--- config.mk ---
export PLATFORM = sky130hd
export DESIGN_NAME = stopwatch_ctrl
export DESIGN_NICKNAME = d
export VERILOG_FILES = /design/src/rtl/stopwatch_ctrl.sv
export SDC_FILE = /design/constraint.sdc
export NUM_CORES = 1
export LEC_CHECK = 0
export ABC_AREA = 1
export BUFFER_PORTS_ARGS = -buffer_cell sky130_fd_sc_hd__buf_2
export CAP_MARGIN = 20
export CORE_UTILIZATION = 60
export DETAILED_ROUTE_END_ITERATION = 16
export PLACE_DENSITY_LB_ADDON = 0.12
export SYNTH_ARGS = -nofsm -noshare
export SYNTH_HDL_FRONTEND = slang
export SYNTH_SLANG_ARGS = --single-unit
--- constraint.sdc ---
create_clock -name clk -period 2.1 [get_ports clk]
set_input_delay 0.42 -clock clk [delete_from_list [all_inputs] [get_ports clk]]
set_output_delay 0.42 -clock clk [all_outputs]
set_load 0.03 [all_outputs]
--- src/rtl/stopwatch_ctrl.sv ---
// Stop-watch control front end: debounces the three buttons, runs the idle/run/pause
// FSM and generates the count tick, clear pulse and lap-hold flag for the BCD cascade.
module stopwatch_ctrl #(
    parameter logic [15:0] CLK_DIV  = 16'd50000,
    parameter logic [15:0] DEBOUNCE = 16'd20000
) (
    input  logic       clk,
    input  logic       reset,
    input  logic       btn_ss,
    input  logic       btn_clr,
    input  logic       btn_lap,
    output logic       ci,
    output logic       clr,
    output logic       hold,
    output logic [1:0] state
);

    typedef enum logic [1:0] {
        IDLE  = 2'b00,
        RUN   = 2'b01,
        PAUSE = 2'b10
    } state_t;

    localparam int NUM_BTN = 3;
    localparam int BTN_SS  = 0;
    localparam int BTN_CLR = 1;
    localparam int BTN_LAP = 2;

    logic [NUM_BTN-1:0] btn_raw;
    logic [NUM_BTN-1:0] press;

    assign btn_raw = {btn_lap, btn_clr, btn_ss};

    genvar gi;
    generate
        for (gi = 0; gi < NUM_BTN; gi = gi + 1) begin : g_btn
            logic        sync1_q, sync1_d;
            logic        sync2_q, sync2_d;
            logic        deb_q, deb_d;
            logic        press_q, press_d;
            logic [15:0] cnt_q, cnt_d;

            // Counter measures how long the synchronised level has disagreed with the accepted one.
            always_comb begin
                sync1_d = btn_raw[gi];
                sync2_d = sync1_q;
                cnt_d   = cnt_q;
                deb_d   = deb_q;
                if (sync2_q == deb_q) begin
                    cnt_d = '0;
                end else if (cnt_q + 16'd1 == DEBOUNCE) begin
                    cnt_d = '0;
                    deb_d = sync2_q;
                end else begin
                    cnt_d = cnt_q + 16'd1;
                end
                press_d = deb_d & ~deb_q;
            end

            always_ff @(posedge clk) begin
                if (reset) begin
                    sync1_q <= 1'b0;
                    sync2_q <= 1'b0;
                    deb_q   <= 1'b0;
                    press_q <= 1'b0;
                    cnt_q   <= '0;
                end else begin
                    sync1_q <= sync1_d;
                    sync2_q <= sync2_d;
                    deb_q   <= deb_d;
                    press_q <= press_d;
                    cnt_q   <= cnt_d;
                end
            end

            assign press[gi] = press_q;
        end
    endgenerate

    logic ev_ss, ev_clr, ev_lap;

    assign ev_ss  = press[BTN_SS];
    assign ev_clr = press[BTN_CLR];
    assign ev_lap = press[BTN_LAP];

    state_t      state_q, state_d;
    logic        hold_q, hold_d;
    logic        clr_q, clr_d;
    logic        ci_q, ci_d;
    logic [15:0] presc_q, presc_d;

    always_comb begin
        state_d = state_q;
        hold_d  = hold_q;
        clr_d   = 1'b0;
        case (state_q)
            IDLE: begin
                hold_d = 1'b0;
                if (ev_clr) begin
                    clr_d = 1'b1;
                end else if (ev_ss) begin
                    state_d = RUN;
                end
            end
            RUN: begin
                if (ev_ss) begin
                    state_d = PAUSE;
                end
                if (ev_lap) begin
                    hold_d = ~hold_q;
                end
            end
            PAUSE: begin
                // Clear takes precedence over a simultaneous resume.
                if (ev_clr) begin
                    state_d = IDLE;
                    clr_d   = 1'b1;
                    hold_d  = 1'b0;
                end else begin
                    if (ev_ss) begin
                        state_d = RUN;
                    end
                    if (ev_lap) begin
                        hold_d = 1'b0;
                    end
                end
            end
            default: begin
                state_d = IDLE;
                hold_d  = 1'b0;
            end
        endcase
    end

    // A wrap that coincides with leaving RUN is swallowed so ci only ever appears while running.
    always_comb begin
        presc_d = presc_q;
        ci_d    = 1'b0;
        if (state_q == IDLE || clr_d) begin
            presc_d = '0;
        end else if (state_q == RUN) begin
            if (presc_q == CLK_DIV - 16'd1) begin
                presc_d = '0;
                ci_d    = (state_d == RUN);
            end else begin
                presc_d = presc_q + 16'd1;
            end
        end
    end

    always_ff @(posedge clk) begin
        if (reset) begin
            state_q <= IDLE;
            hold_q  <= 1'b0;
            clr_q   <= 1'b1;
            ci_q    <= 1'b0;
            presc_q <= '0;
        end else begin
            state_q <= state_d;
            hold_q  <= hold_d;
            clr_q   <= clr_d;
            ci_q    <= ci_d;
            presc_q <= presc_d;
        end
    end

    assign ci    = ci_q;
    assign clr   = clr_q;
    assign hold  = hold_q;
    assign state = state_q;

endmodule

== After elaboration in Yosys (flattened, before gate mapping) ==
Cells that the tools add are included.

* $add $sub $neg: 4
* Equal/unequal tests: 12
* Muxes and demuxes: 18
* Bitwise logic cells: 9
* Reduce and logical (&&, ||, !) cells: 9

{| class="wikitable"
|+ Operators with widths
! operator !! count
|-
| $add 16x1->16 const B || 4
|-
| $eq 16x15->1 const B || 3
|-
| $eq 16x16->1 const B || 1
|-
| $mux 16 || 1
|-
| $mux 1 || 11
|-
| $reduce_or 3->1 || 3
|-
| $mux 2 || 4
|-
| $not 1->1 || 6
|-
| $pmux 2 s3 || 1
|-
| $eq 2x1->1 const B || 2
|-
| $reduce_or 2->1 || 2
|-
| $reduce_or 4->1 || 1
|-
| $and 1x1->1 || 3
|-
| $eq 1x1->1 || 3
|-
| $ne 3x3->1 const B || 1
|-
| $eq 2x2->1 const B || 1
|-
| $logic_not 2->1 || 1
|-
| $ne 2x2->1 const B || 1
|-
| $pmux 1 s2 || 1
|-
| $reduce_and 2->1 || 1
|-
| $logic_or 1x1->1 || 1
|}

* Bits in registers: 81
* Word-level logic and storage cells: 72

== Logic depth before layout (Yosys ltp) ==
Gate-level depths: netlist (run 1).

* Depth in word-level cells: 5
* Mapped depth: 14

== Worst setup path after synthesis (run 1) ==
No wires, ideal clock.

* Path kind: register -> register
* From: register g_btn[1].cnt_q[0]
* To: register g_btn[1].cnt_q[0]
* Data arrival time: 1,756 ps
* Required time: 1,978 ps
* Setup slack: 222 ps
* Stages on the path, launching flop included: 12
* Path buffers: 1
* Clock period less this slack: 1,878 ps
* Cells stage by stage: dfxtp_1 > ha_1 > nand3_2 > inv_2 > nand3_1 > nand2_1 > nand3_1 > nor2_1 > nand2_1 > o21ai_4 > buf_12 > nor2_2

* Longest elaborated chain between the ends: 3

{| class="wikitable"
|+ Ends and longest elaborated chain
! item !! line !! text
|-
| start: declaration || 41 || <nowiki>logic [15:0] cnt_q, cnt_d;</nowiki>
|-
| start signal: assignment || 72 || <nowiki>cnt_q <= cnt_d;</nowiki>
|-
| $add 16x1->16 (*) || 51, 55 ||
|-
| $eq 16x15->1 || 51 || <nowiki>end else if (cnt_q + 16'd1 == DEBOUNCE) begin</nowiki>
|-
| $reduce_or 3->1 (no source line) || n/a ||
|}

Every way passes the cells marked *; elsewhere a longest branch is shown, timed or not.
A chain may end at the register's enable or synchronous reset.

== Worst setup path in the final report (run 1) ==
* From: register g_btn[2].cnt_q[1]
* To: register g_btn[2].cnt_q[4]

* Longest elaborated chain between the ends: 3

{| class="wikitable"
|+ Ends and longest elaborated chain
! item !! line
|-
| start: declaration || 41
|-
| start signal: assignment || 72
|-
| $add 16x1->16 (*) || 51, 55
|-
| $eq 16x15->1 || 51
|-
| $reduce_or 3->1 (no source line) || n/a
|}

Marks and branches as above.

==> results of run 1 <==
==> kinds of logic after synthesis <==
group / Yosys count / synth area share [%]
AND/OR/NAND/NOR: 397 / 41.7
buffers and inverters: 106 / 10.2
flip-flops: 81 / 38.5
AO/OA/AOI/OAI: 47 / 6.36
XOR/XNOR: 7 / 1.46
adder cells (fa/ha/maj): 6 / 1.78
==> layout make-up <==
| type | instances | area, um^2 | share of cell area (%) |
|---|---|---|---|
| well taps | 96 | 120 | 2.59 |
| repair buffers | 18 | 125 | 2.70 |
| inverters | 102 | 383 | 8.25 |
| flip-flops and latches | 81 | 1620 | 35.0 |
| multi-input cells | 458 | 2220 | 47.8 |
| clock inverters | 5 | 41.3 | 0.889 |
| clock buffers | 10 | 128 | 2.75 |
==> per-layer routing <==
| layer | vias up | global-route usage, % | routed length [um] |
|---|---|---|---|
| li1 | 2071 | - | - |
| met1 | 1745 | 27.8 | 3860 |
| met2 | 84 | 42.6 | 4000 |
| met3 | 21 | 5.77 | 341 |
| met4 | 0 | 8.79 | 189 |
| met5 | - | 0 | 0 |
==> sequential cells by signal, summed over array words and instances (netlist names), 2 cells and up <==
| register | count |
|---|---|
| g_btn.cnt_q | 48 |
| presc_q | 16 |
| g_btn.deb_q | 3 |
| g_btn.sync1_q | 3 |
| g_btn.sync2_q | 3 |
| state | 2 |
==> cells in the mapped netlist (3+ instances only) <==
cell type and count:
nand3_2 4, inv_1 98, ha_1 6, dfxtp_1 81, nand3_1 37, nand2_2 4, nor4_1 4, a21oi_1 21
nand3b_1 5, nor2_4 3, xor2_1 6, or2_2 3, nor2_2 14, nor3_1 10, inv_2 3, nor2_1 120
nand2_1 167, nand4_1 23, o21bai_1 4, o21ai_0 14
==> cell usage in the layout (no fill, tap or decap), types with 2 or more instances in the layout <==
cell type   instances
inv_2               3
o22ai_1             2
nor3_1             10
nand4_1            23
or2_2               3
o21ai_1             2
o21ai_2             2
nand3b_1            5
a21oi_1            21
clkinvlp_4          2
nor4_1              4
o21bai_1            4
xor2_1              6
dfxtp_2             2
nand2_1           166
nor2_4              6
nand3_1            37
buf_2               9
clkinv_4            2
o21ai_0            13
nand2_2             5
nand3_4             2
ha_1                5
nand3_2             3
buf_4               8
nor2_2             13
dfxtp_1            79
inv_1              98
a211oi_1            2
clkbuf_8            9
nor2_1            118
==> report_power, final <==
group          total (uW)  internal, uW  switching, uW  leakage, uW
Clock                1010           431            577    0.0000790
Combinational        43.4          14.2           29.2      0.00101
Sequential           1550          1540           5.00     0.000655
Total                2600          1990            611      0.00174
==> stage by stage <==
step | TNS, ns | instances
after floorplan | 0 | 644
after global placement | 0 | 754
after detailed placement | 0 | 754
after CTS | 0 | 769
after global routing | -1.18 | 770
final | 0 | 770
==> final timing paths <==
path / startpoint / end / slack, ns / depth (start not counted)
worst max-delay path: g_btn[2].cnt_q[1]$_SDFF_PP0_ / g_btn[2].cnt_q[4]$_SDFF_PP0_ / 0.12 / 12
worst min-delay path: btn_clr / g_btn[1].sync1_q$_SDFF_PP0_ / 0.26 / 3
worst max register to register: g_btn[2].cnt_q[1]$_SDFF_PP0_ / g_btn[2].cnt_q[4]$_SDFF_PP0_ / 0.12 / 12
worst min register to register: g_btn[1].sync1_q$_SDFF_PP0_ / g_btn[1].sync2_q$_SDFF_PP0_ / 0.41 / 2
==> repair_timing <==
action,CTS,global route
resized for setup,1,13
setup endpoints to repair,1,48
hold endpoints to repair,0,0
pin swaps,0,1
cloned,0,1
==> worst reg2reg max path, stage by stage (launching register included) <==
cell,delay [ns]
dfxtp_1,0.39
ha_1,0.22
nand2_1,0.13
nor2_4,0.16
nand2_1,0.08
nand2_1,0.09
nand2_1,0.05
nor2_1,0.08
nand2_1,0.06
nor2_1,0.18
nand3_2,0.20
nand3_4,0.17
nor2_1,0.06
==> metrics.txt, run 1 <==
layout cells sized above 1=11.3%; total power=2600 uW; Filler Cells Inserted=585; cts hold-fix bufs=0; CP endpoint kind=flop; register area share after synthesis=around 39%; Util after Layout=68.3%; top cells by area, synth=dfxtp_1 (39%), nand2_1 (15%), nor2_1 (11%), inv_1 (8.7%), nand3_1 (4.4%); cell taking the most area after synthesis=dfxtp_1; diode count=0; Yosys cell types=33; syn nets=between 600 and 700; Final ANT Viol Nets=0; Die Ht=85.8 um; vias after detailed routing=between 3000 and 4000; core area=6790 um^2; critical-path maximum fanout=8; Mean Syn Cell Area=6.54 um^2; Final Critical Period=1.98 ns; Detailed Route WL=around 8.4 mm; pin count of the biggest net entering global routing=17; Initial Util=62.0%; worst clock skew=0.00869 ns; Max stage delay cell, worst path=dfxtp_1; CTS tree=done; Synth top area share=38.5%; grt ovf=0; Main synth FF type=dfxtp_1; number of synthesized flops with an enable pin=0; placed cell area=4410 um^2; crit path DAT=roughly 2.2 ns; Peak VDD IR=0.476 mV; Crit Path Category=reg2reg; Max transition margin=67.9%; buffers and inverters on the worst path=0; Reg clk slew, reported paths=0.08 ns; Pre-antenna DRT Iters=4; placement row count=30; DR iter-0 viols=195; Slew Viols, Final=0; H-tree depth=3; Worst path max stage delay=0.39 ns; Top Ports=10; Synth-to-Final Area Change=10.3%; CTS Buf Count=9; fmax=about 500 MHz; max cap viols=0; IO Port Bufs=9; CTS sink cnt=between 80 and 90; pwr dens=560 nW/um^2; worst-case clock buffer depth=2; cell family with most CP delay=simple AND/OR/NAND/NOR gates; Worst-Skew Late Latency=between 0.3 and 0.4 ns; vias in the first global route=3502; setup ws final=0.118 ns; CP cell instances=ha_1 -> nand2_1 -> nor2_4 -> nand2_1 -> nand2_1 -> nand2_1 -> nor2_1 -> nand2_1 -> nor2_1 -> nand3_2 -> nand3_4 -> nor2_1; Via density=5.09; Synth warnings=0; GRT Total Usage=a little under a quarter; die area=7350 um^2; nets=681; status=completed; final hold slack=0.256 ns; Die X=85.8 um; Root Buffer=clkbuf_8; # DRC=0; fin area=4640 um^2; first-pass GRT wire length=14.1 mm; post-CTS setup buffer count=0; CP most frequent cell=nand2_1; synthesis-stage register bit count=81; Async SR Flop Fraction=0%; mapped cell area=about 4200 um^2; Pleak=between 0.0015 and 0.002 uW; CP required=2.35 ns; Hold Vio Cnt, Final=0; Worst-Margin Slew=0.480 ns; dpl ws=0.0326 ns; DP HPWL=roughly 6.3 mm; Min-Delay Path Class=in2reg; Period Utilization, post-route=94.4%; initial antenna violation count=0; GPL Wtd Cong=~0.90; Mapped Cells=644; final setup fails=0; routed length per instance=10.9 um; CP Launch Type=flop
No activity file was read; power rests on OpenSTA's default activity.
==> inputs of run 2 (changes only) <==
CORE_UTILIZATION = 56   (was 60)
CTS_BUF_LIST = sky130_fd_sc_hd__clkbuf_16   (was unset)
clock period = 1.7 ns   (was 2.1 ns; I/O delays follow)
==> metrics.txt, run 2 (synthesized netlist as in run 1, its figures left out) <==
worst clock skew=0.00747 ns (-0.00122 ns); Die Ht=88.7 um (+3.4%); Placed Cells=816 (+8.2%); Min-Delay Path Class=in2reg; Via density=5.34 (+4.9%); fin cells=852 (+11%); critical-path maximum fanout=8 (unchanged); IO Port Bufs=9 (unchanged); DP HPWL=7.14 mm (+14%); commonest cells after routing, fill and taps aside=nand2_1 (140), inv_1 (93), nor2_1 (83); pin count of the biggest net entering global routing=17 (unchanged); # DRC=0 (unchanged); total power=3790 uW (+46%); pwr dens=649 nW/um^2 (+16%); first-pass GRT wire length=17.1 mm (+21%); final setup fails=53 (+53); Pre-antenna DRT Iters=5 (+1); Initial Util=58.0% (-3.9 points); setup ws final=-0.207 ns (-0.325 ns); Peak VDD IR=0.492 mV (+3.4%); Worst-Skew Late Latency=0.34 ns (-0.02 ns); dpl ws=-0.179 ns (-0.211 ns); die area=7870 um^2 (+7.0%); worst-case clock buffer depth=2 (unchanged); GRT Total Usage=28.0% (+4.1 points); vias after detailed routing=4550 (+16%); top flop regs=g_btn.cnt_q (48), presc_q (16); Hold Vio Cnt, Final=0 (unchanged); fin area=5830 um^2 (+26%); Synth-to-Final Area Change=38.5%; nets=760 (+12%); CTS Buf Count=9 (unchanged); placement row count=31 (+3.3%); Worst-Margin Slew=0.461 ns (-0.0198 ns); placed cell area=4930 um^2 (+12%); Period Utilization, post-route=112% (+18 points); commonest non-fill, non-tap cell in the layout=nand2_1; Detailed Route WL=11.9 mm (+42%); status=complete, but fails checks; Util after Layout=80.4% (+12 points); CP Launch Type=flop; routed length per instance=14.0 um (+28%); Final ANT Viol Nets=0 (unchanged); CP endpoint kind=flop; core area=7250 um^2 (+6.8%); Root Buffer=clkbuf_16; layout cells sized above 1=34.1% (+23 points); crit path DAT=2.14 ns (-0.09 ns); max reg flops=48 (unchanged); DR iter-0 viols=190 (-2.6%); Crit Path Category=reg2reg; GPL Wtd Cong=0.890 (-1.5%); failing checks=setup timing; Reg clk slew, reported paths=0.06 ns (-0.02 ns); vias in the first global route=4122 (+18%); Max transition margin=69.2% (+1.3 points); diode count=0 (unchanged); register area=1670 um^2 (+2.5%); Final Critical Period=1.91 ns (-0.0748 ns); Die X=88.7 um (+3.4%); Pleak=0.00231 uW (+32%); CTS sink cnt=81 (unchanged); grt ovf=0 (unchanged); Filler Cells Inserted=490 (-16%); initial antenna violation count=0 (unchanged); RSZ-0062 raised after global routing=true; H-tree depth=3 (unchanged); max cap viols=0 (unchanged); fmax=524 MHz (+3.9%); CTS tree=done; Top Ports=10 (unchanged); Top reg by flops=g_btn.cnt_q; CP required=1.93 ns (-0.42 ns); cts hold-fix bufs=0 (unchanged); area of the multi-input gates=2630 um^2 (+18%); Slew Viols, Final=0 (unchanged)
-- run 2: changes by cell type in the layout (fill, tap and decap cells not counted), sizes merged --
cell,previous run,this run
buf,18,96
clkinv,3,2
clkinvlp,2,3
inv,102,103
-- run 2: stage by stage --
step                hold WS (ns)  setup TNS, ns
floorplan                  0.388              0
global placement           0.393          -2.57
detailed placement         0.397          -5.96
CTS                        0.201          -2.27
global route               0.206         -12.57
finish                     0.212          -7.27
-- run 2: repair_timing --
action | in CTS | in global routing
gates cloned | 1 | 1
endpoints found under the setup margin | 53 | 58
resized for setup | 51 | 93
pin swaps | 9 | 32
buffers inserted | 8 | 11
-- run 2: power breakdown --
part / internal, uW / leakage [uW] / switching (uW)
registers: 1900 / 0.000667 / 6.90
logic: 31.8 / 0.00152 / 45.9
clock network: 986 / 0.000122 / 817
total: 2920 / 0.00231 / 870
-- run 2: final cells by class --
type / instances / share of cell area [%]
multi-input cells: 458 / 45.0
inverters: 102 / 6.65
flip-flops and latches: 81 / 28.6
clock inverters: 6 / 0.751
well taps: 99 / 2.12
repair buffers: 97 / 13.0
clock buffers: 9 / 3.86
-- run 2: final timing paths --
kind                                     start                           end  slack (ns)  cells past startpoint
hold reg to reg    g_btn[1].sync1_q$_SDFF_PP0_   g_btn[1].sync2_q$_SDFF_PP0_        0.40                      2
setup / recovery  g_btn[1].cnt_q[1]$_SDFF_PP0_  g_btn[1].cnt_q[2]$_SDFF_PP0_       -0.21                     11
setup reg to reg  g_btn[1].cnt_q[1]$_SDFF_PP0_  g_btn[1].cnt_q[2]$_SDFF_PP0_       -0.21                     11
hold / removal                         btn_lap   g_btn[2].sync1_q$_SDFF_PP0_        0.21                      3
-- run 2: critical path, stage by stage, from the launching register on --
cell	delay, ns
dfxtp_2	0.36
ha_4	0.16
nand3_4	0.11
inv_4	0.11
nand4_1	0.10
nand2_1	0.10
nand2_1	0.11
nor2_2	0.16
nand2_2	0.10
o21ai_4	0.21
clkbuf_16	0.23
nor2_2	0.04
-- run 2: routing by layer --
metal	track usage, %	wire length [um]	vias to the layer above
li1	-	-	2233
met1	29.9	4690	2099
met2	51.6	6070	169
met3	8.21	700	49
met4	11.0	429	0
met5	0	0	-
